<file path="src/rtl/can_rec_arbiter_if.sv">
`default_nettype none
// ============================================================================
//  Module      : can_rec_arbiter_if
//  Description : Bus bundle between the CAN receive arbiter, the per-bus CAN
//                controllers (irq/ack and the external frame mux), and the
//                e-link uplink transmitter.
//                  n_buses         - highest enabled bus index
//                  irq_can_rec     - per-bus "frame pending" levels
//                  rec_data_in     - frame of the bus selected by can_rec_select
//                  can_rec_select  - index of the bus being served
//                  rec_ack         - one-hot, one-cycle pending-flag clear
//                  data_rec_uplink - frame toward the e-link transmitter
//                  uplink_valid    - data_rec_uplink holds an unconsumed frame
//                  uplink_ready    - transmitter accepts a frame this cycle
//                  busy            - arbiter is not idle
//                  rec_cnt         - delivered-frame counter
//                The slave modport is the arbiter's view; master is the
//                surrounding system's view.
//  Revision    : 1.0 - initial release
// ============================================================================
interface can_rec_arbiter_if;
    logic [4:0]  n_buses;
    logic [31:0] irq_can_rec;
    logic [75:0] rec_data_in;
    logic [4:0]  can_rec_select;
    logic [31:0] rec_ack;
    logic [75:0] data_rec_uplink;
    logic        uplink_valid;
    logic        uplink_ready;
    logic        busy;
    logic [15:0] rec_cnt;

    modport slave (
        input  n_buses,
        input  irq_can_rec,
        input  rec_data_in,
        input  uplink_ready,
        output can_rec_select,
        output rec_ack,
        output data_rec_uplink,
        output uplink_valid,
        output busy,
        output rec_cnt
    );

    modport master (
        output n_buses,
        output irq_can_rec,
        output rec_data_in,
        output uplink_ready,
        input  can_rec_select,
        input  rec_ack,
        input  data_rec_uplink,
        input  uplink_valid,
        input  busy,
        input  rec_cnt
    );
endinterface
`default_nettype wire

</file>
<file path="src/rtl/can_rec_arbiter.sv">
`default_nettype none
// ============================================================================
//  Module      : can_rec_arbiter
//  Description : Round-robin arbiter that drains received CAN frames from up
//                to 32 buses into a single e-link uplink. One frame at a time:
//                IDLE picks a bus, READ waits READ_LAT cycles for the external
//                mux, SEND holds the frame until the uplink accepts it, ACK
//                pulses the served bus's rec_ack and counts the frame.
//  Ports       : clk  - system clock
//                rst  - asynchronous, active-low reset
//                bus  - can_rec_arbiter_if.slave (see interface header)
//  Parameters  : READ_LAT - cycles from can_rec_select change to valid
//                           rec_data_in, legal range 1..15
//  Revision    : 1.0 - initial release
// ============================================================================
module can_rec_arbiter #(
    parameter int READ_LAT = 2
) (
    input  wire logic          clk,
    input  wire logic          rst,
    can_rec_arbiter_if.slave   bus
);

    localparam logic [1:0] S_IDLE = 2'd0;
    localparam logic [1:0] S_READ = 2'd1;
    localparam logic [1:0] S_SEND = 2'd2;
    localparam logic [1:0] S_ACK  = 2'd3;

    localparam logic [3:0] c_LAT_LAST = 4'(READ_LAT - 1);

    // ------------------------------------------------------------------------
    // Registers
    // ------------------------------------------------------------------------
    logic [1:0]  r_state;
    logic [3:0]  r_rd_cnt;
    logic [4:0]  r_sel;
    logic [4:0]  r_last_served;
    logic [31:0] r_ack;
    logic [75:0] r_data;
    logic        r_valid;
    logic        r_busy;
    logic [15:0] r_rec_cnt;

    // ------------------------------------------------------------------------
    // Next-value wires
    // ------------------------------------------------------------------------
    logic [1:0]  w_state_nxt;
    logic [3:0]  w_rd_cnt_nxt;
    logic [4:0]  w_sel_nxt;
    logic [4:0]  w_last_nxt;
    logic [31:0] w_ack_nxt;
    logic [75:0] w_data_nxt;
    logic        w_valid_nxt;
    logic        w_busy_nxt;
    logic [15:0] w_rec_cnt_nxt;

    // ------------------------------------------------------------------------
    // Round-robin winner.
    // The search starts one above the last served bus and wraps at n_buses.
    // This is done as two priority encoders over the masked request vector:
    // the lowest request at or above the start point wins, otherwise the
    // lowest request below it. Because buses above n_buses are masked off,
    // that is the same as an upward search wrapping past n_buses to 0, and
    // the last served bus is naturally the final candidate. A last_served at
    // or above n_buses (reset value, or n_buses lowered) restarts at 0.
    // ------------------------------------------------------------------------
    logic [31:0] w_eligible;
    logic [4:0]  w_start;
    logic        w_hi_found;
    logic [4:0]  w_hi_idx;
    logic        w_lo_found;
    logic [4:0]  w_lo_idx;
    logic        w_any;
    logic [4:0]  w_winner;

    always_comb begin
        w_eligible = '0;
        w_hi_found = 1'b0;
        w_hi_idx   = 5'd0;
        w_lo_found = 1'b0;
        w_lo_idx   = 5'd0;
        w_start    = (r_last_served >= bus.n_buses) ? 5'd0 : (r_last_served + 5'd1);
        for (int i = 0; i < 32; i++) begin
            w_eligible[i] = bus.irq_can_rec[i] && (5'(i) <= bus.n_buses);
        end
        // Descending scan so the lowest qualifying index is written last.
        for (int i = 31; i >= 0; i--) begin
            if (w_eligible[i]) begin
                if (5'(i) >= w_start) begin
                    w_hi_found = 1'b1;
                    w_hi_idx   = 5'(i);
                end else begin
                    w_lo_found = 1'b1;
                    w_lo_idx   = 5'(i);
                end
            end
        end
        w_any    = w_hi_found || w_lo_found;
        w_winner = w_hi_found ? w_hi_idx : w_lo_idx;
    end

    // ------------------------------------------------------------------------
    // Next-state logic
    // ------------------------------------------------------------------------
    always_comb begin
        w_state_nxt = r_state;
        case (r_state)
            S_IDLE: if (w_any)                    w_state_nxt = S_READ;
            S_READ: if (r_rd_cnt == c_LAT_LAST)   w_state_nxt = S_SEND;
            // uplink_valid is always high in SEND, so ready alone suffices.
            S_SEND: if (bus.uplink_ready)         w_state_nxt = S_ACK;
            S_ACK:                                w_state_nxt = S_IDLE;
            default:                              w_state_nxt = S_IDLE;
        endcase
    end

    // ------------------------------------------------------------------------
    // Output / datapath next values (all outputs are registered)
    // ------------------------------------------------------------------------
    always_comb begin
        w_rd_cnt_nxt  = r_rd_cnt;
        w_sel_nxt     = r_sel;
        w_last_nxt    = r_last_served;
        w_ack_nxt     = '0;
        w_data_nxt    = r_data;
        w_valid_nxt   = r_valid;
        w_rec_cnt_nxt = r_rec_cnt;
        case (r_state)
            S_IDLE: begin
                if (w_any) begin
                    w_sel_nxt    = w_winner;
                    w_rd_cnt_nxt = 4'd0;
                end
            end
            S_READ: begin
                if (r_rd_cnt == c_LAT_LAST) begin
                    w_data_nxt   = bus.rec_data_in;
                    w_valid_nxt  = 1'b1;
                    w_rd_cnt_nxt = 4'd0;
                end else begin
                    w_rd_cnt_nxt = r_rd_cnt + 4'd1;
                end
            end
            S_SEND: begin
                // Acknowledge, count and rotate priority together so the ack
                // pulse is visible exactly during the ACK state.
                if (bus.uplink_ready) begin
                    w_valid_nxt   = 1'b0;
                    w_ack_nxt     = 32'h1 << r_sel;
                    w_rec_cnt_nxt = r_rec_cnt + 16'd1;
                    w_last_nxt    = r_sel;
                end
            end
            default: ;
        endcase
        w_busy_nxt = (w_state_nxt != S_IDLE);
    end

    // ------------------------------------------------------------------------
    // State and output registers
    // ------------------------------------------------------------------------
    always_ff @(posedge clk or negedge rst) begin
        if (!rst) begin
            r_state       <= S_IDLE;
            r_rd_cnt      <= 4'd0;
            r_sel         <= 5'd0;
            r_last_served <= 5'd31;
            r_ack         <= '0;
            r_data        <= '0;
            r_valid       <= 1'b0;
            r_busy        <= 1'b0;
            r_rec_cnt     <= 16'd0;
        end else begin
            r_state       <= w_state_nxt;
            r_rd_cnt      <= w_rd_cnt_nxt;
            r_sel         <= w_sel_nxt;
            r_last_served <= w_last_nxt;
            r_ack         <= w_ack_nxt;
            r_data        <= w_data_nxt;
            r_valid       <= w_valid_nxt;
            r_busy        <= w_busy_nxt;
            r_rec_cnt     <= w_rec_cnt_nxt;
        end
    end

    assign bus.can_rec_select  = r_sel;
    assign bus.rec_ack         = r_ack;
    assign bus.data_rec_uplink = r_data;
    assign bus.uplink_valid    = r_valid;
    assign bus.busy            = r_busy;
    assign bus.rec_cnt         = r_rec_cnt;

endmodule
`default_nettype wire

</file>
<file path="src/flat_wrapper.sv">
// flat-port wrapper written by rule: the top's interface ports become plain ports
module can_rec_arbiter_flat 
#(
    parameter int READ_LAT = 2
)
  (clk, rst, bus_n_buses, bus_irq_can_rec, bus_rec_data_in, bus_uplink_ready, bus_can_rec_select, bus_rec_ack, bus_data_rec_uplink, bus_uplink_valid, bus_busy, bus_rec_cnt);
  can_rec_arbiter_if bus_i ();
  input  wire logic clk;
  input  wire logic rst;
  input wire logic [$bits(bus_i.n_buses)-1:0] bus_n_buses;
  input wire logic [$bits(bus_i.irq_can_rec)-1:0] bus_irq_can_rec;
  input wire logic [$bits(bus_i.rec_data_in)-1:0] bus_rec_data_in;
  input wire logic [$bits(bus_i.uplink_ready)-1:0] bus_uplink_ready;
  output wire logic [$bits(bus_i.can_rec_select)-1:0] bus_can_rec_select;
  output wire logic [$bits(bus_i.rec_ack)-1:0] bus_rec_ack;
  output wire logic [$bits(bus_i.data_rec_uplink)-1:0] bus_data_rec_uplink;
  output wire logic [$bits(bus_i.uplink_valid)-1:0] bus_uplink_valid;
  output wire logic [$bits(bus_i.busy)-1:0] bus_busy;
  output wire logic [$bits(bus_i.rec_cnt)-1:0] bus_rec_cnt;
  assign bus_i.n_buses = bus_n_buses;
  assign bus_i.irq_can_rec = bus_irq_can_rec;
  assign bus_i.rec_data_in = bus_rec_data_in;
  assign bus_i.uplink_ready = bus_uplink_ready;
  assign bus_can_rec_select = bus_i.can_rec_select;
  assign bus_rec_ack = bus_i.rec_ack;
  assign bus_data_rec_uplink = bus_i.data_rec_uplink;
  assign bus_uplink_valid = bus_i.uplink_valid;
  assign bus_busy = bus_i.busy;
  assign bus_rec_cnt = bus_i.rec_cnt;
  can_rec_arbiter #(.READ_LAT(READ_LAT)) u_core (.clk(clk), .rst(rst), .bus(bus_i));
endmodule
</file>
<file path="config.mk">
export PLATFORM = sky130hd
export DESIGN_NAME = can_rec_arbiter_flat
export DESIGN_NICKNAME = d
export VERILOG_FILES = /design/src/rtl/can_rec_arbiter_if.sv /design/src/rtl/can_rec_arbiter.sv /design/src/flat_wrapper.sv
export SDC_FILE = /design/constraint.sdc
export NUM_CORES = 1
export LEC_CHECK = 0
export ABC_AREA = 1
export ABC_CLOCK_PERIOD_IN_PS = 3890
export BUFFER_PORTS_ARGS = -buffer_cell sky130_fd_sc_hd__buf_2
export CORE_ASPECT_RATIO = 2
export CORE_UTILIZATION = 45
export DETAILED_ROUTE_END_ITERATION = 8
export PLACE_DENSITY = 0.73
export SLEW_MARGIN = 30
export SYNTH_ARGS = -nofsm -noshare
export SYNTH_HDL_FRONTEND = slang
export SYNTH_SLANG_ARGS = --single-unit
</file>
<file path="constraint.sdc">
create_clock -name clk -period 3.89 [get_ports clk]
set_clock_uncertainty 0.15 [all_clocks]
set_input_delay 0.5835 -clock clk [delete_from_list [all_inputs] [get_ports clk]]
set_output_delay 0.5835 -clock clk [all_outputs]
set_load 0.005 [all_outputs]
</file>
Word-level counts from Yosys, hierarchy flattened

Index checks and enable logic that the tools add are counted.

Shift-type cells: 1
Equality and inequality tests: 7
Reduce and logical (&&, ||, !) cells: 42
Mux-type cells: 270
Add/sub/neg operators: 3
Magnitude comparators: 65

Operators by type and width:

| kind                                                | count |
|---|---|
| two-way mux 5 bit                                   | 130 |
| two-way mux 1 bit                                   | 130 |
| >= comparator 5 bit (first input constant)          | 16 |
| <= comparator 5 bit (first input constant)          | 16 |
| two-way mux 32 bit                                  | 2 |
| >= comparator 4 x 5 -> 1 bit (first input constant) | 8 |
| <= comparator 4 x 5 -> 1 bit (first input constant) | 8 |
| logical AND 1 bit                                   | 32 |
| left shift 1 x 5 -> 32 bit (first input constant)   | 1 |
| >= comparator 3 x 5 -> 1 bit (first input constant) | 4 |
| <= comparator 3 x 5 -> 1 bit (first input constant) | 4 |
| adder 16 x 1 -> 16 bit (second input constant)      | 1 |
| >= comparator 1 x 5 -> 1 bit (first input constant) | 2 |
| >= comparator 2 x 5 -> 1 bit (first input constant) | 2 |
| <= comparator 1 x 5 -> 1 bit (first input constant) | 2 |
| <= comparator 2 x 5 -> 1 bit (first input constant) | 2 |
| two-way mux 4 bit                                   | 2 |
| one-hot mux 2 bit (4 select lines)                  | 1 |
| one-hot mux 4 bit (2 select lines)                  | 1 |
| AND reduction 2 bit                                 | 4 |
| two-way mux 2 bit                                   | 3 |
| nonzero test 2 bit                                  | 3 |
| adder 5 x 1 -> 5 bit (second input constant)        | 1 |
| >= comparator 5 bit                                 | 1 |
| other kinds (10)                                    | 12 |

Input port bits: 116
Flip-flop bits (word level): 142

Longest topological paths before layout

Word-level depth: 71
Gate-level depth with buffers: 44

Least setup slack after synthesis

Ideal clock, no wire load.

Kind: input -> register
From: input bus_n_buses[2]
To: register u_core.r_rd_cnt[3]
Arrival time: 3.539 ns
Path buffers: 2
Data required time: 3.621 ns
Stages on the path: 27
Setup slack: 0.083 ns
Cells stage by stage: clkbuf_1 inv_1 ha_1 nand2_1 nand2_1 nand2_1 nand2_1 nor2_4 inv_2 nor2_2 inv_2 buf_2 o21ai_2 inv_2 a31oi_1 nor2_1 nor3_1 nand4_1 a2111oi_2 nand2_1 inv_2 a21oi_2 nor2_2 inv_2 nand4_1 a21oi_1 o21a_1

Cells in the longest elaborated chain, start to end: 70
Elaborated cells between the ends (all ways): 229
Classes of those cells: 65 x order compare; 1 x eq/ne; 129 x mux; 34 x reduce/logical

Ends and longest elaborated chain:

| item                               | line                   | text |
|---|---|---|
| start: declaration                 | flat_wrapper.sv:10     | `input wire logic [$bits(bus_i.n_buses)-1:0] bus_n_buses;` |
| >= comparator 5 bit                | can_rec_arbiter.sv:82  | `w_start = (r_last_served >= bus.n_buses) ? 5'd0 : (r_last_served + 5'd1);` |
| two-way mux 5 bit                  | can_rec_arbiter.sv:82  |  |
| >= comparator 5 bit                | can_rec_arbiter.sv:89  | `if (5'(i) >= w_start) begin` |
| two-way mux 1 bit                  | can_rec_arbiter.sv:89  |  |
| two-way mux 1 bit                  | can_rec_arbiter.sv:88  | `if (w_eligible[i]) begin` |
| two-way mux 1 bit                  | can_rec_arbiter.sv:89  |  |
| two-way mux 1 bit                  | can_rec_arbiter.sv:88  |  |
| two-way mux 1 bit                  | can_rec_arbiter.sv:89  |  |
| (+54 left out)                     | -                      |  |
| two-way mux 1 bit                  | can_rec_arbiter.sv:88  |  |
| two-way mux 1 bit                  | can_rec_arbiter.sv:89  |  |
| two-way mux 1 bit                  | can_rec_arbiter.sv:88  |  |
| two-way mux 1 bit                  | can_rec_arbiter.sv:89  |  |
| two-way mux 1 bit                  | can_rec_arbiter.sv:88  |  |
| logical OR 1 bit *                 | can_rec_arbiter.sv:98  | `w_any = w_hi_found \|\| w_lo_found;` |
| != test 2 x 1 -> 1 bit (no line) * | -                      |  |
| AND reduction 2 bit (no line) *    | -                      |  |
| end signal: assignment             | can_rec_arbiter.sv:175 | `r_rd_cnt <= w_rd_cnt_nxt;` |
| end: declaration                   | can_rec_arbiter.sv:35  | `logic [3:0] r_rd_cnt;` |

Every way passes the cells marked *; elsewhere a longest branch is shown, timed or not.
A chain may end at the register's enable or synchronous reset.

Worst setup path after layout

From: register u_core.r_last_served[0]
To: register u_core.r_sel[3] (netlist: u_core.bus.can_rec_select[3])

Cells in the longest elaborated chain, start to end: 69
Elaborated cells between the ends (all ways): 294
Classes of those cells: 1 x add/sub; 33 x order compare; 258 x mux; 2 x reduce/logical

Ends and longest elaborated chain:

| item                                                               | line                   | text |
|---|---|---|
| start: declaration                                                 | can_rec_arbiter.sv:37  | `logic [4:0] r_last_served;` |
| start signal: assignment                                           | can_rec_arbiter.sv:177 | `r_last_served <= w_last_nxt;` |
| adder 5 x 1 -> 5 bit / >= comparator 5 bit (equally long branches) | can_rec_arbiter.sv:82  |  |
| two-way mux 5 bit *                                                | can_rec_arbiter.sv:82  |  |
| >= comparator 5 bit                                                | can_rec_arbiter.sv:89  |  |
| two-way mux 1 bit                                                  | can_rec_arbiter.sv:89  |  |
| two-way mux 1 bit                                                  | can_rec_arbiter.sv:88  |  |
| two-way mux 1 bit                                                  | can_rec_arbiter.sv:89  |  |
| two-way mux 1 bit                                                  | can_rec_arbiter.sv:88  |  |
| two-way mux 1 bit                                                  | can_rec_arbiter.sv:89  |  |
| (+53 left out)                                                     | -                      |  |
| two-way mux 1 bit                                                  | can_rec_arbiter.sv:89  |  |
| two-way mux 1 bit                                                  | can_rec_arbiter.sv:88  |  |
| two-way mux 1 bit                                                  | can_rec_arbiter.sv:89  |  |
| two-way mux 1 bit                                                  | can_rec_arbiter.sv:88  |  |
| two-way mux 1 bit                                                  | can_rec_arbiter.sv:89  |  |
| two-way mux 1 bit                                                  | can_rec_arbiter.sv:88  |  |
| logical OR 1 bit                                                   | can_rec_arbiter.sv:98  |  |
| AND reduction 2 bit (no line)                                      | -                      |  |
| end signal: assignment                                             | can_rec_arbiter.sv:176 | `r_sel <= w_sel_nxt;` |
| end: declaration                                                   | can_rec_arbiter.sv:36  | `logic [4:0] r_sel;` |

Marked as above.

==> results.yml <==
global_route:
  grt_start_max_net_pins: 76
  grt_pass1_wl_um: 35600
  gr-total-overflow: 0
  antenna_found_initial: 0
  grtUsageTotal_pct: 28.3
  grt_pass1_vias: 7150
timing:
  min_period_over_period_pct: 95.7
  hold_violations: 0
  maxSlewViolCount: 0
  tightest_slew_ns: 0.768
  setup_viol: 0
  relSlewSlack_pct: 48.3
  rsz0062_at_grt: "yes"
  layout_min_cycle_time_ns: 3.72
  fmax_mhz: 269
  setup-tns-final_ns: 0
layout:
  syn2layout_area_growth_pct: 36.8
  drive_gt1_share_pct: 44.5
  instances_no_fill: 1346
  fillers: 1382
  nets: 1258
  antenna_cells: 0
  post-route-util_pct: 63.3
synthesis:
  synthMuxAreaShare_pct: 11.7
  ys_seq_area_share_pct: 48.8
  avgSynthCellArea_um2: 8.94
  syn_nets: 941
  synth-compound-area-share_pct: 7.22
  synth-simple-area-share_pct: 22.1
  synthCells: 816
  synth_xor_area_share_pct: 2.25
  synth_fa_ha_area_share_pct: 1.54
  synth.distinct_cells: 50
  synth_top_family_by_area: "simple AND/OR/NAND/NOR gates"
  ys_ff_latch: 142
  yosysWarnings: 0
  syn_area_um2: 7300
routing:
  drt-initial-drc-count: 254
  antenna_left: 0
  wl_um: 23600
  avgViaCountPerCell: 5.20
  wl_per_cell_um: 17.6
  first_pass_iters: 5
  vias: 7004
  drc_errors: 0
status:
  status: "completed"
place:
  hpwlAfterDp_um: 18900
  port_buffers: 246
  place.gp.congestion: 1.02
  placedCellCount: 1307
worst_setup_path:
  required_ns: 4.06
  cp_slowest_cell: "dfstp_2"
  cp-start-kind: "flop"
  worstPathArrival_ns: 3.89
  cp_cell_sequence: "inv_2, ha_4, inv_2, nand2_2, nand2_2, nor2_2, nor2_4, nand2_2, inv_1, nor2_1, buf_4, nand4_1, nand4_1, nor4_1, nand2_1, inv_2, a21oi_2, nand2_2, inv_2, nor2_1, a31oi_1"
  crit_fanout: 7
  r2r-start: "u_core.r_last_served[0]$_DFFE_PN1P_"
  cpPeakStageDelay_ns: 0.58
  startpoint: "u_core.r_last_served[0]$_DFFE_PN1P_"
  end_kind: "flop"
  crit_type: "flop to flop"
floorplan:
  core_um2: 15800
  io_pins: 247
  row_count: 65
  fp.dieW_um: 92.1
  floorplan.initialDensity_pct: 46.3
  dieArea_um2: 16800
  die_h_um: 182
pwr:
  p_leak_uw: 0.00531
  total_power_uw: 7580
  power_density_nw_per_um2: 760
  ir_drop_v: 0.000332
clocking:
  cts_tree: "built"
  cts_buffers: 17
  worst_skew_pair.late_latency_ns: 0.41
  cts.path.max_buffers: 2
  htreeDepth: 4
  cts_sinks: 142
  cts_root_buffer: "clkbuf_16"
  clk_pin_slew_ns: 0.06
job:
  maxCapViolations: 0
worst_hold_path:
  holdCritPathClass: "primary input to asynchronous set/reset pin"
routing by layer:
layer,share of wire [%],up-vias,track usage [%]
met5,0,-,0
met4,7.7,0,22.0
met3,4.4,90,4.08
met2,56,291,55.2
met1,32,3296,24.8
li1,-,3327,-
cells in the final DEF (no fill, tap or decap), drive strengths merged:
master / instances
xnor2: 4
o21ai: 34
nand4: 33
o211a: 1
o21bai: 1
nor2: 93
dfstp: 5
o2111ai: 1
clkinv: 11
nand3: 43
mux2: 76
a31oi: 10
o311ai: 1
a41oi: 1
clkinvlp: 3
o22ai: 2
buf: 318
a22oi: 1
a21oi: 21
a21boi: 1
inv: 100
clkbuf: 20
nand2: 168
o31ai: 4
or2: 10
dfrtp: 137
nand3b: 2
o21a: 2
a2111oi: 1
o211ai: 4
ha: 9
o41ai: 1
nor3: 8
xor2: 13
bufinv: 1
nor4: 3
and3: 1
nor3b: 1
final cells by class:
type / instances / area, µm² / share of cell area (%)
clock inverters: 11 / 95.1 / 0.953
well taps: 201 / 251 / 2.52
inverters: 104 / 395 / 3.96
flip-flops and latches: 142 / 3560 / 35.7
clock buffers: 20 / 447 / 4.47
repair buffers: 318 / 1790 / 18.0
multi-input cells: 550 / 3440 / 34.5
critical path, delay by kind of cell, from the launching register on:
family / cells / cell delay (ns)
compound gates: 2 / 0.35
fa+ha+maj: 1 / 0.26
buf+inv: 6 / 0.55
flops: 1 / 0.58
simple gates: 12 / 1.74
cell usage after synthesis, drive strengths merged:
cell | n | area (µm²)
a2111oi | 1 | 15.0
a21boi | 1 | 7.51
a21oi | 21 | 113
a22oi | 1 | 7.51
a31oi | 10 | 62.6
a41oi | 1 | 8.76
and3 | 1 | 6.26
buf | 5 | 22.5
clkbuf | 15 | 56.3
clkinv | 4 | 15.0
dfrtp | 137 | 3430
dfstp | 5 | 131
ha | 9 | 113
inv | 100 | 375
mux2 | 76 | 856
nand2 | 168 | 638
nand3 | 43 | 233
nand3b | 2 | 15.0
nand4 | 33 | 213
nor2 | 93 | 377
nor3 | 8 | 40.0
nor3b | 1 | 7.51
nor4 | 3 | 18.8
o2111ai | 1 | 8.76
o211a | 1 | 10.0
o211ai | 4 | 30.0
o21a | 2 | 15.0
o21ai | 34 | 181
o21bai | 1 | 7.51
o22ai | 2 | 12.5
o311ai | 1 | 8.76
o31ai | 4 | 30.0
o41ai | 1 | 8.76
or2 | 10 | 62.6
xnor2 | 4 | 35.0
xor2 | 13 | 129
final timing paths:
check                                                                  end  slack [ns]  cells past startpoint
worst min register to register         u_core.bus.uplink_valid$_DFFE_PN0P_        0.34                      2
max in group asynchronous        u_core.bus.data_rec_uplink[2]$_DFFE_PN0P_        2.76                      2
min in group clk                u_core.bus.data_rec_uplink[71]$_DFFE_PN0P_        0.25                      2
worst max-delay path              u_core.bus.can_rec_select[3]$_DFFE_PN0P_        0.17                     21
worst min-delay path            u_core.bus.data_rec_uplink[47]$_DFFE_PN0P_        0.01                      1
worst max register to register    u_core.bus.can_rec_select[3]$_DFFE_PN0P_        0.17                     21
per-stage QoR:
stage,setup slack [ns],area (µm²),hold WS [ns]
after global routing,-0.161,9980,0.0539
after floorplan,0.0827,7300,0.138
after CTS,0.0429,9740,0.0215
after detailed placement,-0.113,9200,0.317
after global placement,-0.0879,9200,0.302
final,0.167,9980,0.0136
registers in the layout, summed over array words and instances (netlist names):
name	cells
u_core.bus.rec_cnt	16
u_core.bus.uplink_valid	1
u_core.bus.can_rec_select	5
u_core.r_rd_cnt	4
u_core.bus.busy	1
u_core.r_last_served	5
u_core.bus.data_rec_uplink	76
u_core.r_state	2
u_core.bus.rec_ack	32
where the power goes:
part           internal [µW]  switching, µW  leakage [µW]
Combinational           1720           2020       0.00330
Sequential              2010            350       0.00175
Clock                    887            599      0.000261
cells by family after synthesis:
group	after synthesis
AO/OA/AOI/OAI	86
adder cells (fa/ha/maj)	9
buffers and inverters	124
flip-flops	142
XOR/XNOR	17
AND/OR/NAND/NOR	362
multiplexers	76
repair_timing:
item,4_1_cts,5_1_grt
hold buffers,0,0
endpoints found under the setup margin,0,11
buffers inserted,0,8
resized for setup,0,43
(Power assumes the default switching activity.)
